File: config.mk
export PLATFORM = sky130hd
export DESIGN_NAME = mem_access_stage_flat
export DESIGN_NICKNAME = d
export VERILOG_FILES = /design/src/rtl/mem_access_stage_if.sv /design/src/rtl/mem_access_stage.sv /design/src/flat_wrapper.sv
export SDC_FILE = /design/constraint.sdc
export NUM_CORES = 1
export LEC_CHECK = 0
export BUFFER_PORTS_ARGS = -buffer_cell sky130_fd_sc_hd__buf_2
export CAP_MARGIN = 40
export CORE_AREA = 2 2 124 126
export CTS_BUF_LIST = sky130_fd_sc_hd__clkbuf_4 sky130_fd_sc_hd__clkbuf_8 sky130_fd_sc_hd__clkbuf_16
export CTS_CLUSTER_DIAMETER = 120
export DETAILED_ROUTE_END_ITERATION = 10
export DIE_AREA = 0 0 126 128
export PLACE_DENSITY = 0.72
export RECOVER_POWER = 50
export SETUP_SLACK_MARGIN = 0.15
export SLEW_MARGIN = 20
export SYNTH_ARGS = -nofsm -noshare
export SYNTH_HDL_FRONTEND = slang
export SYNTH_SLANG_ARGS = --single-unit
File: constraint.sdc
create_clock -name clock -period 3.5 [get_ports clock]
set_input_delay 1.05 -clock clock [delete_from_list [all_inputs] [get_ports clock]]
set_output_delay 1.05 -clock clock [all_outputs]
set_load 0.02 [all_outputs]
File: src/rtl/mem_access_stage_if.sv
// Data-memory request/response bundle between the memory stage and data memory.
interface mem_access_stage_if;
   logic        dmem_req;
   logic        dmem_we;
   logic [31:0] dmem_addr;
   logic [31:0] dmem_wdata;
   logic [3:0]  dmem_wstrb;
   logic        dmem_ready;
   logic [31:0] dmem_rdata;

   modport master (
      output dmem_req, dmem_we, dmem_addr, dmem_wdata, dmem_wstrb,
      input  dmem_ready, dmem_rdata
   );

   modport slave (
      input  dmem_req, dmem_we, dmem_addr, dmem_wdata, dmem_wstrb,
      output dmem_ready, dmem_rdata
   );
endinterface

File: src/rtl/mem_access_stage.sv
// RV32I memory stage: data-memory handshake with timeout, lane steering, MEM/WB register.
// Optional macro MISALIGN_TRAP_EN traps misaligned H/W accesses and adds MisalignW.
module mem_access_stage #(
   parameter int TIMEOUT_CYCLES = 255,
   parameter int TO_W           = 8
) (
   input  logic                       clock,
   input  logic                       reset,
   input  logic                       RegWriteM,
   input  logic                       MemWriteM,
   input  logic [1:0]                 ResultSrcM,
   input  logic [2:0]                 Funct3M,
   input  logic [4:0]                 RD_M,
   input  logic [31:0]                PCPlus4M,
   input  logic [31:0]                ALU_ResultM,
   input  logic [31:0]                WriteDataM,
   mem_access_stage_if.master         dmem,
   output logic                       StallM,
   output logic                       RegWriteW,
   output logic [1:0]                 ResultSrcW,
   output logic [4:0]                 RD_W,
   output logic [31:0]                PCPlus4W,
   output logic [31:0]                ALU_ResultW,
   output logic [31:0]                ReadDataW,
`ifdef MISALIGN_TRAP_EN
   output logic                       MisalignW,
`endif
   output logic                       BusErrW
);

   typedef enum logic {IDLE, WAIT} state_t;

   state_t          r_state;
   logic [TO_W-1:0] r_cnt;

   logic        w_mem_op;
   logic        w_misalign;
   logic        w_access;
   logic        w_timeout;
   logic [1:0]  w_off;
   logic [7:0]  w_byte;
   logic [15:0] w_half;
   logic [31:0] w_load;
   logic [3:0]  w_strb;
   logic [31:0] w_wdata;

   assign w_off    = ALU_ResultM[1:0];
   assign w_mem_op = MemWriteM | (ResultSrcM == 2'b01);

`ifdef MISALIGN_TRAP_EN
   assign w_misalign = w_mem_op & (((Funct3M[1:0] == 2'b01) & w_off[0]) |
                                   ((Funct3M[1:0] == 2'b10) & (w_off != 2'b00)));
`else
   assign w_misalign = 1'b0;
`endif

   assign w_access  = w_mem_op & ~w_misalign;
   assign w_timeout = (r_state == WAIT) & w_access & ~dmem.dmem_ready &
                      (r_cnt == TO_W'(TIMEOUT_CYCLES));

   // Request and stall are gated by reset so a pending access is withdrawn asynchronously.
   assign dmem.dmem_req   = reset & w_access & ~w_timeout;
   assign StallM          = reset & w_access & ~dmem.dmem_ready & ~w_timeout;
   assign dmem.dmem_we    = MemWriteM;
   assign dmem.dmem_addr  = {ALU_ResultM[31:2], 2'b00};
   assign dmem.dmem_wdata = w_wdata;
   assign dmem.dmem_wstrb = (reset & MemWriteM & w_access) ? w_strb : 4'b0000;

   always_comb begin
      // NOTE: defaults first so every path assigns every output and no latch is inferred.
      w_strb  = 4'b1111;
      w_wdata = WriteDataM;
      case (Funct3M[1:0])
         2'b00: begin
            w_strb  = 4'b0001 << w_off;
            w_wdata = {4{WriteDataM[7:0]}};
         end
         2'b01: begin
            w_strb  = w_off[1] ? 4'b1100 : 4'b0011;
            w_wdata = {2{WriteDataM[15:0]}};
         end
         default: ;
      endcase
   end

   assign w_byte = dmem.dmem_rdata[{w_off, 3'b000} +: 8];
   assign w_half = w_off[1] ? dmem.dmem_rdata[31:16] : dmem.dmem_rdata[15:0];

   always_comb begin
      w_load = dmem.dmem_rdata;
      case (Funct3M)
         3'b000:  w_load = {{24{w_byte[7]}}, w_byte};
         3'b100:  w_load = {24'b0, w_byte};
         3'b001:  w_load = {{16{w_half[15]}}, w_half};
         3'b101:  w_load = {16'b0, w_half};
         default: ;
      endcase
   end

   // NOTE: sequential state uses non-blocking assignments so all flops update together.
   always_ff @(posedge clock or negedge reset) begin
      if (!reset) begin
         r_state <= IDLE;
         r_cnt   <= '0;
      end else begin
         case (r_state)
            IDLE: begin
               if (w_access & ~dmem.dmem_ready) begin
                  r_state <= WAIT;
                  r_cnt   <= TO_W'(1);
               end
            end
            WAIT: begin
               if (dmem.dmem_ready | ~w_access | w_timeout) begin
                  r_state <= IDLE;
                  r_cnt   <= '0;
               end else begin
                  r_cnt <= r_cnt + TO_W'(1);
               end
            end
            default: begin
               r_state <= IDLE;
               r_cnt   <= '0;
            end
         endcase
      end
   end

   always_ff @(posedge clock or negedge reset) begin
      if (!reset) begin
         RegWriteW   <= 1'b0;
         ResultSrcW  <= 2'b00;
         RD_W        <= 5'd0;
         PCPlus4W    <= 32'd0;
         ALU_ResultW <= 32'd0;
         ReadDataW   <= 32'd0;
         BusErrW     <= 1'b0;
`ifdef MISALIGN_TRAP_EN
         MisalignW   <= 1'b0;
`endif
      end else if (StallM) begin
         // Bubble into writeback; the data fields simply hold.
         RegWriteW <= 1'b0;
         RD_W      <= 5'd0;
         BusErrW   <= 1'b0;
`ifdef MISALIGN_TRAP_EN
         MisalignW <= 1'b0;
`endif
      end else begin
         RegWriteW   <= RegWriteM & ~w_timeout & ~w_misalign;
         ResultSrcW  <= ResultSrcM;
         RD_W        <= RD_M;
         PCPlus4W    <= PCPlus4M;
         ALU_ResultW <= ALU_ResultM;
         ReadDataW   <= w_timeout ? 32'd0 : w_load;
         BusErrW     <= w_timeout;
`ifdef MISALIGN_TRAP_EN
         MisalignW   <= w_misalign;
`endif
      end
   end

endmodule

File: src/flat_wrapper.sv
// flat-port wrapper written by rule: the top's interface ports become plain ports
module mem_access_stage_flat 
#(
   parameter int TIMEOUT_CYCLES = 255,
   parameter int TO_W           = 8
)
  (clock, reset, RegWriteM, MemWriteM, ResultSrcM, Funct3M, RD_M, PCPlus4M, ALU_ResultM, WriteDataM, StallM, RegWriteW, ResultSrcW, RD_W, PCPlus4W, ALU_ResultW, ReadDataW, BusErrW, dmem_dmem_req, dmem_dmem_we, dmem_dmem_addr, dmem_dmem_wdata, dmem_dmem_wstrb, dmem_dmem_ready, dmem_dmem_rdata);
  mem_access_stage_if dmem_i ();
  input  logic clock;
  input  logic reset;
  input  logic RegWriteM;
  input  logic MemWriteM;
  input  logic [1:0] ResultSrcM;
  input  logic [2:0] Funct3M;
  input  logic [4:0] RD_M;
  input  logic [31:0] PCPlus4M;
  input  logic [31:0] ALU_ResultM;
  input  logic [31:0] WriteDataM;
  output logic StallM;
  output logic RegWriteW;
  output logic [1:0] ResultSrcW;
  output logic [4:0] RD_W;
  output logic [31:0] PCPlus4W;
  output logic [31:0] ALU_ResultW;
  output logic [31:0] ReadDataW;
  output logic BusErrW;
  output wire logic [$bits(dmem_i.dmem_req)-1:0] dmem_dmem_req;
  output wire logic [$bits(dmem_i.dmem_we)-1:0] dmem_dmem_we;
  output wire logic [$bits(dmem_i.dmem_addr)-1:0] dmem_dmem_addr;
  output wire logic [$bits(dmem_i.dmem_wdata)-1:0] dmem_dmem_wdata;
  output wire logic [$bits(dmem_i.dmem_wstrb)-1:0] dmem_dmem_wstrb;
  input wire logic [$bits(dmem_i.dmem_ready)-1:0] dmem_dmem_ready;
  input wire logic [$bits(dmem_i.dmem_rdata)-1:0] dmem_dmem_rdata;
  assign dmem_dmem_req = dmem_i.dmem_req;
  assign dmem_dmem_we = dmem_i.dmem_we;
  assign dmem_dmem_addr = dmem_i.dmem_addr;
  assign dmem_dmem_wdata = dmem_i.dmem_wdata;
  assign dmem_dmem_wstrb = dmem_i.dmem_wstrb;
  assign dmem_i.dmem_ready = dmem_dmem_ready;
  assign dmem_i.dmem_rdata = dmem_dmem_rdata;
  mem_access_stage #(.TIMEOUT_CYCLES(TIMEOUT_CYCLES), .TO_W(TO_W)) u_core (.clock(clock), .reset(reset), .RegWriteM(RegWriteM), .MemWriteM(MemWriteM), .ResultSrcM(ResultSrcM), .Funct3M(Funct3M), .RD_M(RD_M), .PCPlus4M(PCPlus4M), .ALU_ResultM(ALU_ResultM), .WriteDataM(WriteDataM), .dmem(dmem_i), .StallM(StallM), .RegWriteW(RegWriteW), .ResultSrcW(ResultSrcW), .RD_W(RD_W), .PCPlus4W(PCPlus4W), .ALU_ResultW(ALU_ResultW), .ReadDataW(ReadDataW), .BusErrW(BusErrW));
endmodule
==> flow_metrics.tcl, run 1 <==
set metrics [dict create \
    finalSetupViolations 0 \
    die_h_um 128 \
    crit_type "input pin to output pin" \
    cts_made_buffers 17 \
    r2r_start "u_core.r_cnt[0]" \
    gp_congestion 0.8768 \
    vias 4793 \
    rsz0062_at_grt "no" \
    syn2layout_area_growth_pct 34.42 \
    grt_pass1_vias 4652 \
    cts_tree "built" \
    placed_cells 906 \
    grt_max_degree 104 \
    finalNonFillerCells 938 \
    leakage_nw 3.765 \
    cts_root_buf "clkbuf_16" \
    grt_pass1_wl_um 25030 \
    seq_area_um2 2853 \
    worstMarginPinSlew_ns 1.346 \
    end_kind "output pin" \
    core-area_um2 14860 \
    relSlewSlack_pct 10.25 \
    antenna_found_initial 0 \
    drtIter0Drc 315 \
    fmax_ghz 0.3069 \
    cts_resized 0 \
    fin_crit_sh_pct 93.08 \
    cp.arrival_ns 2.21 \
    cp.required_ns 2.45 \
    avgSynthCellArea_um2 12.82 \
    holdWs_ns 0.4853 \
    clkLatencyLatePin_ns 0.42 \
    finalWirelength_um 16440 \
    synth_enable_flop_cells 0 \
    synthCells 452 \
    hold_viol_final 0 \
    rr_worst_depth 6 \
    outcome "finished, final reports clean" \
    num_rows 45 \
    yosys_register_bits 114 \
    crit_fanout 5 \
    wl_per_cell_um 17.52 \
    worst_hold_path_type "input pin to async pin" \
    cts.clk_slew.worst_paths_ns 0.05 \
    fin_nets 881 \
    yosysWarnings 0 \
    power.density_nw_per_um2 527.2 \
    start_kind "input pin" \
    synthDistinctLibCells 55 \
    maxCapViolCount 0 \
    post-route-min-period_ns 3.258 \
    design.portCount 319 \
    fillCellCount 1368 \
    num_antenna_cells 0 \
    globalRoute.totalOverflow 0 \
    finalSetupTns_ns 0 \
    multiInputGateArea_um2 2444 \
    skew_ns 0.01236 \
    track_usage_pct 19.93 \
    htree_levels 4 \
    cts.sinks 114 \
    drc 0 \
    portBuffers 316 \
    postCtsSetupBuffers 0 \
    synthFlopType "dfrtp_1" \
    viasPerCell 5.110 \
    cts_buffer_depth 2 \
    synth.cell_area_um2 5794 \
    start_util_pct 38.98 \
    dr.pass1.iters 5 \
    dieArea_um2 16130 \
    yosysSeqAreaShare_pct 49.23 \
    detail-route-antenna-nets 0 \
    synthArstFlopShare_pct 100.0 \
    drive_gt1_share_pct 52.00 \
    finalMaxSlewViolations 0 \
    worstSetupStartpoint "ResultSrcM[1]" \
    peakVddDrop_mv 0.3349 \
    die_x_um 126 \
    hold_buffers 0 \
    dp_hpwl_um 12260 \
]
[layout make-up]
| cell class | instances | area share [%] |
|---|---|---|
| flip-flops and latches | 114 | 36.63 |
| multi-input cells | 266 | 31.37 |
| clock inverters | 13 | 2.233 |
| repair buffers | 332 | 20.72 |
| inverters | 6 | 0.2892 |
| well taps | 188 | 3.020 |
| clock buffers | 19 | 5.735 |
[through the flow]
step	util (%)	setup slack (ns)	cell area, µm²	power [mW]
floorplan	-	0.2787	5798	2.029
global placement	48.99	0.3425	7282	2.345
finish	52.40	0.2421	7789	4.106
CTS	53.35	0.3297	7930	4.175
global route	52.40	0.1522	7789	4.293
detailed placement	49.18	0.3361	7310	2.354
[synthesized netlist by cell type, types with 2 or more instances]
cell type  count  area [µm²]
a211oi_1       2       15.01
mux2_4        21       315.3
o21bai_1       2       15.01
nand2b_1       3       18.77
a21oi_1        5       25.02
buf_2         14       70.07
a2bb2oi_1      2       17.52
o21a_1         2       15.01
a221oi_2       7       105.1
xnor2_1        2       17.52
a32o_1         2       20.02
nand3_1        5       25.02
and2_1         3       18.77
a22o_1        25       219.0
nor2b_1        8       50.05
nand2_1       12       45.04
buf_6          4       45.04
dfrtp_1      114        2853
nor3_1         2       10.01
buf_4         43       322.8
o2bb2ai_1     14       122.6
nor2_1         8       30.03
a222oi_1       7       70.07
a21o_1        18       135.1
clkbuf_1       3       11.26
mux2i_1       10       100.1
o21ai_0       11       55.05
mux2_2        69       777.0
a221o_1        2       20.02
buf_1          3       11.26
inv_1          5       18.77
[power breakdown]
part           internal (mW)  switching [mW]
Sequential              1.43          0.0663
Clock                   1.16           0.641
Combinational          0.317           0.489
Total                   2.91            1.20
[worst max-delay path, stage by stage]
cell and delay (ns):
buf_2 0.11, nand2b_1 0.22, a21o_1 0.29, nor3_4 0.31, buf_2 0.23
[layer usage]
layer | global-route usage, % | routed length, µm | part of all wire, %
met5 | 0 | 0 | 0
met4 | 6.852 | 238 | 1.4
met3 | 5.217 | 1189 | 7.2
met2 | 34.06 | 8379 | 51
met1 | 24.56 | 6628 | 40
[state kept, by name, summed over array words and instances, names as in the netlist]
register            count
u_core.ReadDataW       32
u_core.RegWriteW        1
u_core.BusErrW          1
u_core.RD_W             5
u_core.r_state          1
u_core.r_cnt            8
u_core.ALU_ResultW     32
u_core.ResultSrcW       2
u_core.PCPlus4W        32
[worst paths after layout]
path | endpoint | slack [ns]
max in group asynchronous | u_core.PCPlus4W[25] | 0.76
min in group clock | u_core.ReadDataW[12] | 0.49
worst max-delay path | StallM | 0.24
worst min register to register | u_core.ReadDataW[12] | 0.49
worst min-delay path | u_core.ALU_ResultW[19] | 0.49
worst max register to register | u_core.PCPlus4W[3] | 1.15
[cell families (layout without fill, tap and decap cells)]
| kind of cell | count (synthesis) | in the layout | share of synthesized area (%) |
|---|---|---|---|
| other cells | 1 | 2 | 0.06472 |
| compound gates | 105 | 105 | 15.27 |
| buf+inv | 73 | 370 | 8.335 |
| mux | 101 | 101 | 20.97 |
| flops | 114 | 114 | 49.23 |
| xor+xnor | 2 | 2 | 0.3024 |
| simple gates | 55 | 55 | 5.615 |
| fa+ha+maj | 1 | 1 | 0.2159 |
[layout by cell type (no fill, tap or decap), drive strengths merged, types with 3 or more instances in the layout]
cell type	instances
buf	253
dfrtp	114
clkbuf	98
mux2	90
a22o	25
a21o	18
o2bb2ai	14
nand2	12
o21ai	12
mux2i	10
inv	10
nor2	9
nor2b	8
a221oi	7
a222oi	7
clkinv	6
a21oi	5
nand3	5
nand2b	4
nor3	4
and2	4
bufinv	3
No activity file was read; power rests on OpenSTA's default activity.
==> inputs of run 2 (changes only) <==
--- a/config.mk
+++ b/config.mk
@@ -10,9 +10,10 @@
 export CORE_AREA = 2 2 124 126
 export CTS_BUF_LIST = sky130_fd_sc_hd__clkbuf_4 sky130_fd_sc_hd__clkbuf_8 sky130_fd_sc_hd__clkbuf_16
 export CTS_CLUSTER_DIAMETER = 120
+export CTS_CLUSTER_SIZE = 20
 export DETAILED_ROUTE_END_ITERATION = 10
 export DIE_AREA = 0 0 126 128
-export PLACE_DENSITY = 0.72
+export PLACE_DENSITY = 0.69
 export RECOVER_POWER = 50
 export SETUP_SLACK_MARGIN = 0.15
 export SLEW_MARGIN = 20
==> run 2 against run 1 <==
Effect of this change: sequential cell count unchanged; cell count decreased by 0.43%; critical path depth increased by 1; fmax decreased by 0.96%; sequential share of layout area increased by 0.22 points; wire length decreased by 0.77%; worst hold slack got worse by 0.0036 ns; highest routed layer unchanged; core utilization decreased by 0.32 points; clock power decreased by 5%.
==> flow_metrics.tcl, run 2 (synthesized netlist as in run 1, its figures left out) <==
set metrics [dict create \
    multiInputGateArea_um2 2449 \
    cp.depth 6 \
    cts.sinks 114 \
    clkLatencyLatePin_ns 0.41 \
    seq_area_um2 2853 \
    max_stage_delay_ns 0.33 \
    design.portCount 319 \
    detail-route-antenna-nets 0 \
    num_rows 45 \
    htree_levels 4 \
    cts_made_buffers 17 \
    crit_buf_inv 2 \
    end_kind "output pin" \
    maxCapViolCount 0 \
    worst_hold_path_type "flop to flop" \
    num_antenna_cells 0 \
    post-route-min-period_ns 3.289 \
    cts_buffer_depth 2 \
    worstHoldPathCells 1 \
    syn2layout_area_growth_pct 33.60 \
    largestRegisters "u_core.ALU_ResultW x32, u_core.PCPlus4W x32, u_core.ReadDataW x32" \
    start_util_pct 38.98 \
    antenna_found_initial 0 \
    gp_congestion 0.9038 \
    outcome "finished, final reports clean" \
    final_cell_area_um2 7741 \
    cts_tree "built" \
    grt_pass1_wl_um 24850 \
    worstMarginPinSlew_ns 1.475 \
    layout_common_cells "239 x buf_2, 114 x dfrtp_1, 76 x clkbuf_1" \
    dp_hpwl_um 12150 \
    rr_worst_depth 6 \
    core-area_um2 14860 \
    path_delay_family "simple AND/OR/NAND/NOR gates" \
    hold_buffers 0 \
    rsz0062_at_grt "no" \
    grt_max_degree 104 \
    viasPerCell 5.221 \
    slowest_stage "nor3_1" \
    crit_fanout 5 \
    dr.pass1.iters 7 \
    cts_root_buf "clkbuf_16" \
    skew_ns 0.008715 \
    start_kind "input pin" \
    vias 4876 \
    hold_viol_final 0 \
    wl_per_cell_um 17.46 \
    fin_nets 877 \
    cp.required_ns 2.45 \
    min_from "u_core.ReadDataW[11]" \
    power.density_nw_per_um2 519.2 \
    portBuffers 316 \
    reg2reg_to "u_core.ALU_ResultW[30]" \
    relSlewSlack_pct 1.640 \
    post_dp_cell_area_um2 7252 \
    crit_type "input pin to output pin" \
    track_usage_pct 19.67 \
    globalRoute.totalOverflow 0 \
    crit_top_cell "buf_2" \
    cts.clk_slew.worst_paths_ns 0.05 \
    placed_cells 901 \
    worstPathCellList "buf_2 > nand2b_1 > a21o_1 > nor3_1 > a211oi_1 > buf_2" \
    finalMaxSlewViolations 0 \
    hold_end "u_core.ReadDataW[11]" \
    finalSetupTns_ns 0 \
    final_common_cell "buf_2" \
    fmax_ghz 0.3040 \
    leakage_nw 3.734 \
    grt_pass1_vias 4735 \
    fin_crit_sh_pct 93.98 \
    die_h_um 128 \
    drive_gt1_share_pct 52.01 \
    rrSetupSlack_ns 1.10 \
    finalNonFillerCells 934 \
    finalWirelength_um 16310 \
    fillCellCount 1373 \
    die_x_um 126 \
    r2r_start "u_core.r_cnt[0]" \
    dieArea_um2 16130 \
    finalSetupViolations 0 \
    drtIter0Drc 301 \
    peakVddDrop_mv 0.3328 \
    cp.arrival_ns 2.24 \
    drc 0 \
]
-- run 2: changes by cell type in the layout (fill, tap and decap cells not counted), sizes merged --
cell	previous run	this run
buf	253	249
bufinv	3	2
clkbuf	98	100
clkinv	6	5
clkinvlp	0	3
inv	10	7
-- run 2: worst max path at each step --
stage	slack (ns)	endpoint	start
2_1_floorplan	0.28	dmem_dmem_wdata[16]	Funct3M[1]
3_3_place_gp	0.26	dmem_dmem_wdata[13]	Funct3M[0]
3_5_place_dp	0.19	dmem_dmem_wdata[13]	Funct3M[0]
4_1_cts	0.19	dmem_dmem_wdata[13]	Funct3M[0]
5_1_grt	0.13	dmem_dmem_req	ResultSrcM[1]
6_report	0.21	dmem_dmem_req	ResultSrcM[1]
-- run 2: final cells by class --
cell class / count / area share (%)
Multi-Input combinational cell: 266 / 31.63
Timing Repair Buffer: 328 / 20.49
Inverter: 6 / 0.2909
Clock inverter: 11 / 1.649
Tap cell: 188 / 3.039
Sequential cell: 114 / 36.85
Clock buffer: 21 / 6.045
-- run 2: routing by layer --
metal	wire [µm]	GRT usage, %	vias up
li1	-	-	2196
met1	6314	23.22	2392
met2	8359	33.40	253
met3	1210	5.634	35
met4	425	8.920	0
met5	0	0	-
-- run 2: stage by stage --
step           setup WS (ns)  power [mW]  util, %  hold WS, ns
2_1_floorplan         0.2787       2.029        -       0.4896
3_3_place_gp          0.2620       2.332    48.79       0.4700
3_5_place_dp          0.1921       2.349    48.79       0.4732
4_1_cts               0.1919       4.086    52.79       0.4712
5_1_grt               0.1282       4.202    52.08       0.4680
6_report              0.2106       4.019    52.08       0.4817
-- run 2: worst register-to-register path: cells and delay by family, from the launching register on --
family	cells	cell delay, ns
adders and majority gates	1	0.26
DFF	1	0.41
buffers and inverters	1	0.47
and+or+nand+nor	3	0.63
muxes	1	0.51
-- run 2: report_power, final --
part	total [mW]	internal, mW	switching [mW]	leakage (nW)
sequential	1.50	1.43	0.0701	1.37
clock	1.71	1.10	0.611	0.287
combinational	0.800	0.316	0.485	2.07
total	4.02	2.85	1.17	3.73
-- run 2: repair_timing --
item | in CTS | in global routing
setup buffers | 0 | 0
endpoints found under the hold margin | 0 | 0
gates resized for setup | 0 | 1
setup endpoints to repair | 0 | 3
